**src/rtl/pipe_hazard_ctrl.sv**
```systemverilog
// Hazard and pipeline-control unit for the 5-stage core.
// Ports: clk/reset; ID instruction info (id_*); ex_redirect, mem_busy in;
// stage enables/flushes, id_byp, fwd_sel and stall_cnt out.
module pipe_hazard_ctrl #(
    parameter int AW     = 5,
    parameter int NRP    = 2,
    parameter int FWD_EN = 1,
    parameter int CNT_W  = 32
) (
    input  logic               clk,
    input  logic               reset,
    input  logic               id_valid,
    input  logic [NRP*AW-1:0]  id_rs,
    input  logic [NRP-1:0]     id_rs_used,
    input  logic [AW-1:0]      id_rd,
    input  logic               id_regwrite,
    input  logic               id_is_load,
    input  logic               ex_redirect,
    input  logic               mem_busy,
    output logic               pc_en,
    output logic               ifid_en,
    output logic               ifid_flush,
    output logic               idex_en,
    output logic               idex_flush,
    output logic               exmem_en,
    output logic               memwb_en,
    output logic [NRP-1:0]     id_byp,
    output logic [NRP*2-1:0]   fwd_sel,
    output logic [CNT_W-1:0]   stall_cnt
);

    // The load flag only matters while the producer sits in EX.
    typedef struct packed {
        logic          v;
        logic [AW-1:0] rd;
        logic          wr;
        logic          ld;
    } ex_slot_t;

    typedef struct packed {
        logic          v;
        logic [AW-1:0] rd;
        logic          wr;
    } slot_t;

    ex_slot_t          ex_q, ex_d;
    slot_t             mem_q, wb_q;
    logic [NRP*2-1:0]  fwd_q, fwd_d;
    logic [CNT_W-1:0]  cnt_q, cnt_d;

    logic [NRP-1:0]    m_ex, m_mem, m_wb;
    logic              hz;
    logic              stall_take;

    function automatic logic match(
        input logic          v,
        input logic          wr,
        input logic [AW-1:0] rd,
        input logic [AW-1:0] rs,
        input logic          used,
        input logic          iv
    );
        return v & wr & (rd == rs) & (rs != '0) & used & iv;
    endfunction

    always_comb begin
        m_ex  = '0;
        m_mem = '0;
        m_wb  = '0;
        for (int k = 0; k < NRP; k++) begin
            m_ex[k]  = match(ex_q.v, ex_q.wr, ex_q.rd,
                             id_rs[k*AW +: AW], id_rs_used[k], id_valid);
            m_mem[k] = match(mem_q.v, mem_q.wr, mem_q.rd,
                             id_rs[k*AW +: AW], id_rs_used[k], id_valid);
            m_wb[k]  = match(wb_q.v, wb_q.wr, wb_q.rd,
                             id_rs[k*AW +: AW], id_rs_used[k], id_valid);
        end
    end

    // Without forwarding, any producer still ahead of WB blocks the reader.
    always_comb begin
        hz = 1'b0;
        if (FWD_EN != 0) begin
            hz = |m_ex & ex_q.ld;
        end else begin
            hz = |(m_ex | m_mem);
        end
    end

    always_comb begin
        pc_en      = 1'b0;
        ifid_en    = 1'b0;
        ifid_flush = 1'b0;
        idex_en    = 1'b0;
        idex_flush = 1'b0;
        exmem_en   = 1'b0;
        memwb_en   = 1'b0;
        stall_take = 1'b0;
        priority case (1'b1)
            reset: begin
            end
            mem_busy: begin
            end
            ex_redirect: begin
                pc_en      = 1'b1;
                ifid_en    = 1'b1;
                ifid_flush = 1'b1;
                idex_en    = 1'b1;
                idex_flush = 1'b1;
                exmem_en   = 1'b1;
                memwb_en   = 1'b1;
            end
            hz: begin
                idex_en    = 1'b1;
                idex_flush = 1'b1;
                exmem_en   = 1'b1;
                memwb_en   = 1'b1;
                stall_take = 1'b1;
            end
            default: begin
                pc_en    = 1'b1;
                ifid_en  = 1'b1;
                idex_en  = 1'b1;
                exmem_en = 1'b1;
                memwb_en = 1'b1;
            end
        endcase
    end

    always_comb begin
        ex_d = '0;
        if (!idex_flush && id_valid) begin
            ex_d.v  = 1'b1;
            ex_d.rd = id_rd;
            ex_d.wr = id_regwrite;
            ex_d.ld = id_is_load;
        end
    end

    // Youngest producer wins; a load in EX is covered by the stall.
    always_comb begin
        fwd_d = '0;
        if (!idex_flush && FWD_EN != 0) begin
            for (int k = 0; k < NRP; k++) begin
                if (m_ex[k] && !ex_q.ld) begin
                    fwd_d[2*k +: 2] = 2'b01;
                end else if (m_mem[k]) begin
                    fwd_d[2*k +: 2] = 2'b10;
                end
            end
        end
    end

    always_comb begin
        cnt_d = cnt_q;
        if (stall_take && cnt_q != '1) begin
            cnt_d = cnt_q + CNT_W'(1);
        end
    end

    always_ff @(posedge clk or posedge reset) begin
        if (reset) begin
            ex_q  <= '0;
            mem_q <= '0;
            wb_q  <= '0;
            fwd_q <= '0;
            cnt_q <= '0;
        end else begin
            if (idex_en) begin
                ex_q  <= ex_d;
                fwd_q <= fwd_d;
            end
            if (exmem_en) begin
                mem_q.v  <= ex_q.v;
                mem_q.rd <= ex_q.rd;
                mem_q.wr <= ex_q.wr;
            end
            if (memwb_en) begin
                wb_q <= mem_q;
            end
            cnt_q <= cnt_d;
        end
    end

    assign id_byp    = m_wb;
    assign fwd_sel   = fwd_q;
    assign stall_cnt = cnt_q;

endmodule

```
**config.mk**
```make
export PLATFORM = sky130hd
export DESIGN_NAME = pipe_hazard_ctrl
export DESIGN_NICKNAME = d
export VERILOG_FILES = /design/src/rtl/pipe_hazard_ctrl.sv
export SDC_FILE = /design/constraint.sdc
export NUM_CORES = 1
export LEC_CHECK = 0
export ABC_AREA = 0
export CORE_MARGIN = 2
export CORE_UTILIZATION = 52
export CTS_BUF_LIST = sky130_fd_sc_hd__clkbuf_4 sky130_fd_sc_hd__clkbuf_8
export DETAILED_ROUTE_END_ITERATION = 6
export GPL_TIMING_DRIVEN = 1
export PLACE_DENSITY_LB_ADDON = 0.15
export SKIP_LAST_GASP = 1
export SYNTH_ARGS = -nofsm -noshare
export SYNTH_HDL_FRONTEND = slang
export SYNTH_SLANG_ARGS = --single-unit
export TNS_END_PERCENT = 50
```
**constraint.sdc**
```tcl
create_clock -name clk -period 2.9 [get_ports clk]
set_clock_uncertainty 0.15 [all_clocks]
set_input_delay 0.29 -clock clk [delete_from_list [all_inputs] [get_ports clk]]
set_output_delay 0.29 -clock clk [all_outputs]
set_load 0.005 [all_outputs]
```
=== Word-level counts from Yosys, hierarchy flattened ===
Cells that the tools add are included.

* Bits in registers: 58
* Word-level logic and storage cells: 79

* $add $sub $neg: 1
* Eq/ne operators: 7
* Mux-type cells: 22
* Bitwise gates (word level): 28
* Reduce and logical (&&, ||, !) cells: 9

{| class="wikitable"
|+ Operators by type and width
! kind !! number
|-
| $add 32x1->32 const B || 1
|-
| $ne 32x32->1 const B || 1
|-
| $eq 5x5->1 || 6
|-
| $and 1x1->1 || 28
|-
| $mux 1 || 16
|-
| $reduce_bool 5->1 || 2
|-
| $mux 2 || 4
|-
| $mux 8 || 1
|-
| $logic_and 1x1->1 || 4
|-
| $mux 4 || 1
|-
| $logic_not 1->1 || 2
|-
| $reduce_or 2->1 || 1
|}

=== Longest topological paths before layout ===
Gate-level depths: netlist of run 1.

* Depth after elaboration: 14
* Depth in mapped cells: 8
* Depth with buffers taken out: 7

=== Worst setup path after synthesis of run 1 ===
OpenSTA, ideal clock, no wires.

* Path kind: reg-to-reg
* Start point: register cnt_q[21] (netlist: stall_cnt[21])
* End point: register cnt_q[1] (netlist: stall_cnt[1])
* Library setup time: 0.127 ns
* Data arrival time: 2.053 ns
* Slack: 0.569 ns
* Cell stages (with the launch flop): 7
* Path buffers: 1
* Clock period less this slack: 2.331 ns
* Cells stage by stage: dfrtp_1 -> nand4_1 -> or4_4 -> or2_1 -> o221ai_4 -> buf_6 -> mux2_1

* Word-level cells in the longest chain between the ends: 2

{| class="wikitable"
|+ RTL lines
! item !! line !! RTL
|-
| from (decl) || 49 || <nowiki>logic [CNT_W-1:0] cnt_q, cnt_d;</nowiki>
|-
| from (signal assigned) || 181 || <nowiki>cnt_q <= cnt_d;</nowiki>
|-
| $ne 32x32->1 || 156 || <nowiki>if (stall_take && cnt_q != '1) begin</nowiki>
|-
| $logic_and 1x1->1 || 156 ||
|}

No other way between the ends.
A chain may end at the register's enable or synchronous reset.

=== Worst setup path after layout of run 1 ===
* Start point: input port id_rs[0]
* End point: output port ifid_en

* Word-level cells in the longest chain between the ends: 11

{| class="wikitable"
|+ RTL lines
! item !! line !! RTL
|-
| from (decl) || 13 || <nowiki>input logic [NRP*AW-1:0] id_rs,</nowiki>
|-
| $eq 5x5->1 || 63 || <nowiki>return v & wr & (rd == rs) & (rs != '0) & used & iv;</nowiki>
|-
| $and 1x1->1 || 63 ||
|-
| $and 1x1->1 (*) (3 in a row) || 63 ||
|-
| $reduce_or 2->1 (*) || 84 || <nowiki>hz = |m_ex & ex_q.ld;</nowiki>
|-
| $and 1x1->1 (*) || 84 ||
|-
| $mux 1 (*) (4 in a row) || 99 || <nowiki>priority case (1'b1)</nowiki>
|-
| to (decl) || 21 || <nowiki>output logic ifid_en,</nowiki>
|}

Mark *: on every way between the ends. The rest lies on a longest branch, timed or not.

==> results of run 1 <==
==> power by group <==
group	internal [uW]	switching, uW
Clock	471	302
Sequential	839	35.8
Combinational	100	98.1
Total	1410	436
==> flip-flops by register name, indices dropped and copies added, names as in the netlist <==
name	flops
stall_cnt	32
fwd_sel	4
wb_q	7
ex_q	8
mem_q	7
==> metal layers <==
layer / track usage, % / vias up / routed length [um]
met5: 0 / - / 0
met3: 6.111 / 10 / 354
met1: 33.62 / 1284 / 3448
met2: 37.38 / 75 / 3653
met4: 11.53 / 0 / 154
li1: - / 1260 / -
==> area by class of cell <==
type | instances | area (um2) | share of cell area (%)
Clock inverter | 2 | 35.03 | 0.8338
Inverter | 8 | 30.03 | 0.7147
Tap cell | 75 | 93.84 | 2.233
Clock buffer | 13 | 172.7 | 4.110
Sequential cell | 58 | 1451 | 34.54
Timing Repair Buffer | 88 | 845.8 | 20.13
Multi-Input combinational cell | 235 | 1573 | 37.43
==> worst paths after layout <==
kind | startpoint | end | cells past startpoint
max | id_rs[0] | ifid_en | 8
min | wb_q[0]$_DFFE_PP0P_ | wb_q[0]$_DFFE_PP0P_ | 2
max reg2reg | stall_cnt[0]$_DFFE_PP0P_ | stall_cnt[24]$_DFFE_PP0P_ | 6
min reg2reg | wb_q[0]$_DFFE_PP0P_ | wb_q[0]$_DFFE_PP0P_ | 2
max in group asynchronous | reset | stall_cnt[14]$_DFFE_PP0P_ | 3
min in group asynchronous | reset | stall_cnt[26]$_DFFE_PP0P_ | 3
==> worst reg2reg max path: cells and delay by family (launching register included) <==
kind / cells / cell delay (ns)
xor gates and xnor gates: 1 / 0.18
adders and majority gates: 1 / 0.19
DFF: 1 / 0.41
and+or+nand+nor: 4 / 1.45
==> cell usage in the layout (no fill, tap or decap), types with 3 or more instances in the layout <==
| cell | n |
|---|---|
| a22o_1 | 9 |
| and3_1 | 6 |
| buf_4 | 19 |
| clkbuf_8 | 12 |
| clkdlybuf4s50_1 | 67 |
| dfrtp_1 | 58 |
| inv_1 | 6 |
| nand2_1 | 55 |
| nand3_1 | 19 |
| nand4_1 | 9 |
| nor2_1 | 16 |
| nor3_1 | 10 |
| nor4_1 | 12 |
| nor4_2 | 4 |
| or2_1 | 3 |
| xnor2_1 | 20 |
| xor2_1 | 41 |
==> through the flow <==
step	setup TNS, ns	cells	hold WS [ns]	cell area [um2]	power, uW
after floorplan	0	313	0.2727	3114	990.2
after global placement	0	464	0.3031	3978	1079
after detailed placement	-0.03054	464	0.3149	3978	1086
after CTS	-0.1074	479	0.3320	4185	1863
after global routing	-0.2764	479	0.3567	4202	1928
final	-0.09853	479	0.3302	4202	1847
==> what timing repair did <==
item	CTS	global route
pin swaps	0	3
gates resized for setup	0	4
buffers inserted	0	0
setup endpoints to repair	2	3
==> logic make-up (layout without fill, tap and decap cells) <==
group / count (synthesis) / after routing / synth area share [%]
AOI/OAI and AO/OA: 20 / 20 / 5.746
adders and majority gates: 1 / 1 / 0.4017
and+or+nand+nor: 152 / 152 / 26.40
DFF: 58 / 58 / 46.60
xor gates and xnor gates: 61 / 61 / 17.16
muxes: 1 / 1 / 0.3616
buffers and inverters: 20 / 111 / 3.334
==> out/metrics.cfg, run 1 <==
[detailed_routing]
via_count=2629
route.detailed.drc=0
first_pass_iters=4
routed_via_density=5.489
drt-initial-drc-count=170
routedWlPerCell_um=15.89
routed_wl_mm=7.611
antenna_left=0

[synth]
ys.flop_type=dfrtp_1
yosys.area.top_type_share_pct=46.61
synth_most_common_cell=dfrtp_1
syn_area_mm2=0.003114
yosysUniqueCellTypes=42
synth.ff_latch_count=58
ys_top_cells_by_count=dfrtp_1 (58), nand2_1 (55), xor2_1 (41), xnor2_1 (20), nand3_1 (19)
synthTopCellsByArea=dfrtp_1 (47%), xor2_1 (12%), nand2_1 (6.6%)
synth.avg_cell_area_um2=9.950
ys_async_sr_fraction_pct=100.0
yosysSeqAreaShare_pct=46.61
synth_area_leader_cell=dfrtp_1
synth_edf_count=0
syn-instance-count=313
syn_nets=338
yosys_warnings=0

[timing]
slew-limit-headroom_pct=51.03
min_period_ns=2.985
worstMarginPinSlew_ns=0.7345
rsz0062_at_grt=true
fin_ws_ns=-0.08469
hold_viol_final=0
max_freq_mhz=335.0
finalMaxSlewViolations=0
setup_viol=2
finalCritPeriodShare_pct=102.9

[final_layout]
diodes=0
n_fill_cell=436
drive_above_1_share_pct=12.87
finalNetCount=425
area_growth_pct=34.91
finish.utilization_pct=71.81

[placed_design]
gp_congestion=0.8702
dp_slack_ns=-0.02010
port_buffers=68
dp_hpwl_mm=5.433

[floorplanning]
chipHeight_um=81.39
initial_core_util_pct=53.23
die_x_um=81.39
io_pins=69
rows=28
dieArea_mm2=0.006624
coreArea_mm2=0.005851

[clock_network]
clkSlewWorstSetupHoldPaths_ns=0.07
cts-root-buf=clkbuf_8
cts.sinks=58
numCtsBuffers=9
cts_hold_buf=0
h-tree-depth=3
cts_tree=yes
cts.path.max_buffers=2
clk_latency_ns=0.32

[worst_setup_path]
ff2ff_setup_slack_ns=0.44
cp.buffers_inverters=2
crit_chain=clkdlybuf4s50_1 > or4_4 > o21ai_4 > nor4_4 > o21bai_1 > nor2_1 > nor2_2 > clkdlybuf4s50_1
crit_slowest_cell=or4_4
crit_type=input pin to output port
critPathMaxStageDelay_ns=0.56
end_kind=output port
required_ns=2.46
critical_path.top_delay_family=buffers and inverters
arrival_ns=2.54
path_max_fanout=2
startpoint_type=input pin
cp_common_cell=clkdlybuf4s50_1

[power]
p_per_area_mw_per_mm2=439.6
cellLeakagePower_uw=0.001958
ir_drop_mv=0.4071

[run_status]
status=finished with violations
violations=setup timing

[global_route]
overflow=0
antenna_found_initial=0
track_usage_pct=24.78
grt_max_degree=59
grt_pass1_vias=2608
grt_pass1_wl_mm=12.34

[worst_hold_path]
min_path_type=flop to flop

[job]
maxCapViolations=0

Power figures use the tool's default switching activity.
==> run 2, diff against run 1 <==
- CORE_UTILIZATION: 52 -> 47
- SLEW_MARGIN: unset -> 20
- clock period: 2.9 -> 2.65 ns (I/O delays scaled with it)
==> run 2 against run 1 <==
Against the previous run:
- the run now ends clean
- die area increased by 10%
- sequential share of layout area decreased by 1.4 points
- setup slack improved by 0.11 ns
- register-to-register slack got worse by 0.23 ns
==> out/metrics.cfg, run 2 (synthesis gave the netlist of run 1 again) <==
[worst_setup_path]
arrival_ns=2.21
path_max_fanout=3
reg2reg_depth=6
critPathCapture=id_byp[1]
crit_type=input pin to output port
crit_start=id_rs[5]
startpoint_type=input pin
r2r_start=stall_cnt[21]$_DFFE_PP0P_
end_kind=output port
r2r-end=stall_cnt[1]$_DFFE_PP0P_
ff2ff_setup_slack_ns=0.21
required_ns=2.24

[power]
p_total_uw=2292
p_per_area_mw_per_mm2=522.6
ir_drop_mv=0.3830
switchingPower_uw=499.8
p_int_uw=1793
swShare_pct=21.80
p_comb_share_pct=9.9
p_clk_share_pct=48.3
cellLeakagePower_uw=0.002071
pwr-share-seq_pct=41.8

[final_layout]
final_common_cell=clkdlybuf4s50_1
finalNetCount=434
postLayoutCellArea_mm2=0.004387
mostFrequentLayoutCells=clkdlybuf4s50_1 (64), nand2_1 (55), dfrtp_1 (55), xor2_1 (41), buf_4 (26)
largest_register_ffs=32
area_growth_pct=40.86
diodes=0
drive_above_1_share_pct=16.43
n_fill_cell=519

[floorplanning]
dieArea_mm2=0.007293
rows=29
initial_core_util_pct=48.77
chipHeight_um=85.40
die_x_um=85.40
coreArea_mm2=0.006386
io_pins=69

[detailed_routing]
wl_met3_um=376
antenna_left=0
routed_via_density=5.360
drt-initial-drc-count=82
routed_wl_mm=7.544
route.detailed.drc=0
routedWlPerCell_um=15.36
routed.top_layer=met4
met1_length_mm=3.486
dr_wl_met2_mm=3.535
first_pass_iters=4
via_count=2632

[clock_network]
numCtsBuffers=9
h-tree-depth=3
cts_tree=yes
cts_hold_buf=0
cts.sinks=58
clkSlewWorstSetupHoldPaths_ns=0.07
clk_latency_ns=0.34
cts.path.max_buffers=2
cts-root-buf=clkbuf_8

[timing]
min_period_ns=2.623
max_freq_mhz=381.2
fin_ws_ns=0.02655
worstMarginPinSlew_ns=0.5913
hold_viol_final=0
setup_viol=0
slew-limit-headroom_pct=60.52
finalMaxSlewViolations=0
rsz0062_at_grt=true
finalCritPeriodShare_pct=99.00

[global_route]
antenna_found_initial=0
track_usage_pct=22.80
grt_pass1_wl_mm=12.99
overflow=0
grt_max_degree=33
grt_pass1_vias=2647

[job]
maxCapViolations=0

[run_status]
status=finished, final reports clean

[worst_hold_path]
min_path_type=input pin to asynchronous set/reset pin

[placed_design]
gp_congestion=0.8341
dp_hpwl_mm=5.464
dp_slack_ns=-0.2463
port_buffers=68
placed_area_mm2=0.004053

-- run 2: worst max-delay path: stages --
cell and delay [ns]:
clkdlybuf4s50_1 0.44, or4_4 0.56, o21ai_4 0.19, buf_4 0.14, buf_4 0.10, nor4_1 0.04, clkdlybuf4s50_1 0.48
-- run 2: cell type report --
type                       count  area, um2  share of cell area (%)
inverter                       8      30.03                  0.6845
clock inverter                 5      125.1                   2.852
multi-input combinational    235       1602                   36.51
sequential                    58       1455                   33.17
timing repair buffer          97      933.4                   21.28
tap                           77      96.34                   2.196
clock buffer                  11      145.1                   3.309
-- run 2: how the worst min path moves through the flow --
stage | startpoint | end | cells after the start
finish | reset | fwd_sel[0]$_DFFE_PP0P_ | 2
global route | reset | fwd_sel[0]$_DFFE_PP0P_ | 2
CTS | reset | fwd_sel[2]$_DFFE_PP0P_ | 2
detailed placement | wb_q[6]$_DFFE_PP0P_ | wb_q[6]$_DFFE_PP0P_ | 2
global placement | wb_q[0]$_DFFE_PP0P_ | wb_q[0]$_DFFE_PP0P_ | 2
floorplan | id_is_load | ex_q[0]$_DFFE_PP0P_ | 1
-- run 2: metrics by stage --
stage	util (%)	setup TNS, ns	hold slack [ns]	instances
floorplan	-	0	0.2477	313
global placement	63.46	-0.5728	0.3022	474
detailed placement	63.46	-0.9364	0.3070	474
CTS	67.97	-0.4387	0.1859	491
global route	68.69	-0.04182	0.2342	491
finish	68.69	0	0.1759	491
-- run 2: timing repair --
| action | in CTS | in global routing |
|---|---|---|
| pin swaps | 3 | 7 |
| hold endpoints to repair | 0 | 0 |
| endpoints found under the setup margin | 3 | 4 |
| buffers inserted | 1 | 0 |
| resized for setup | 3 | 12 |
-- run 2: power groups by stage --
stage | Sequential (uW) | Combinational (uW) | Clock (uW)
after global placement | 972 | 219 | 0
after floorplan | 963 | 121 | 0
final | 957 | 228 | 1110
after CTS | 956 | 224 | 1130
after detailed placement | 973 | 220 | 0
after global routing | 963 | 252 | 1170
-- run 2: per-layer routing --
metal,vias to the layer above,global-route usage [%]
li1,1272,-
met4,0,10.68
met2,71,34.52
met5,-,0
met1,1279,32.11
met3,10,3.794
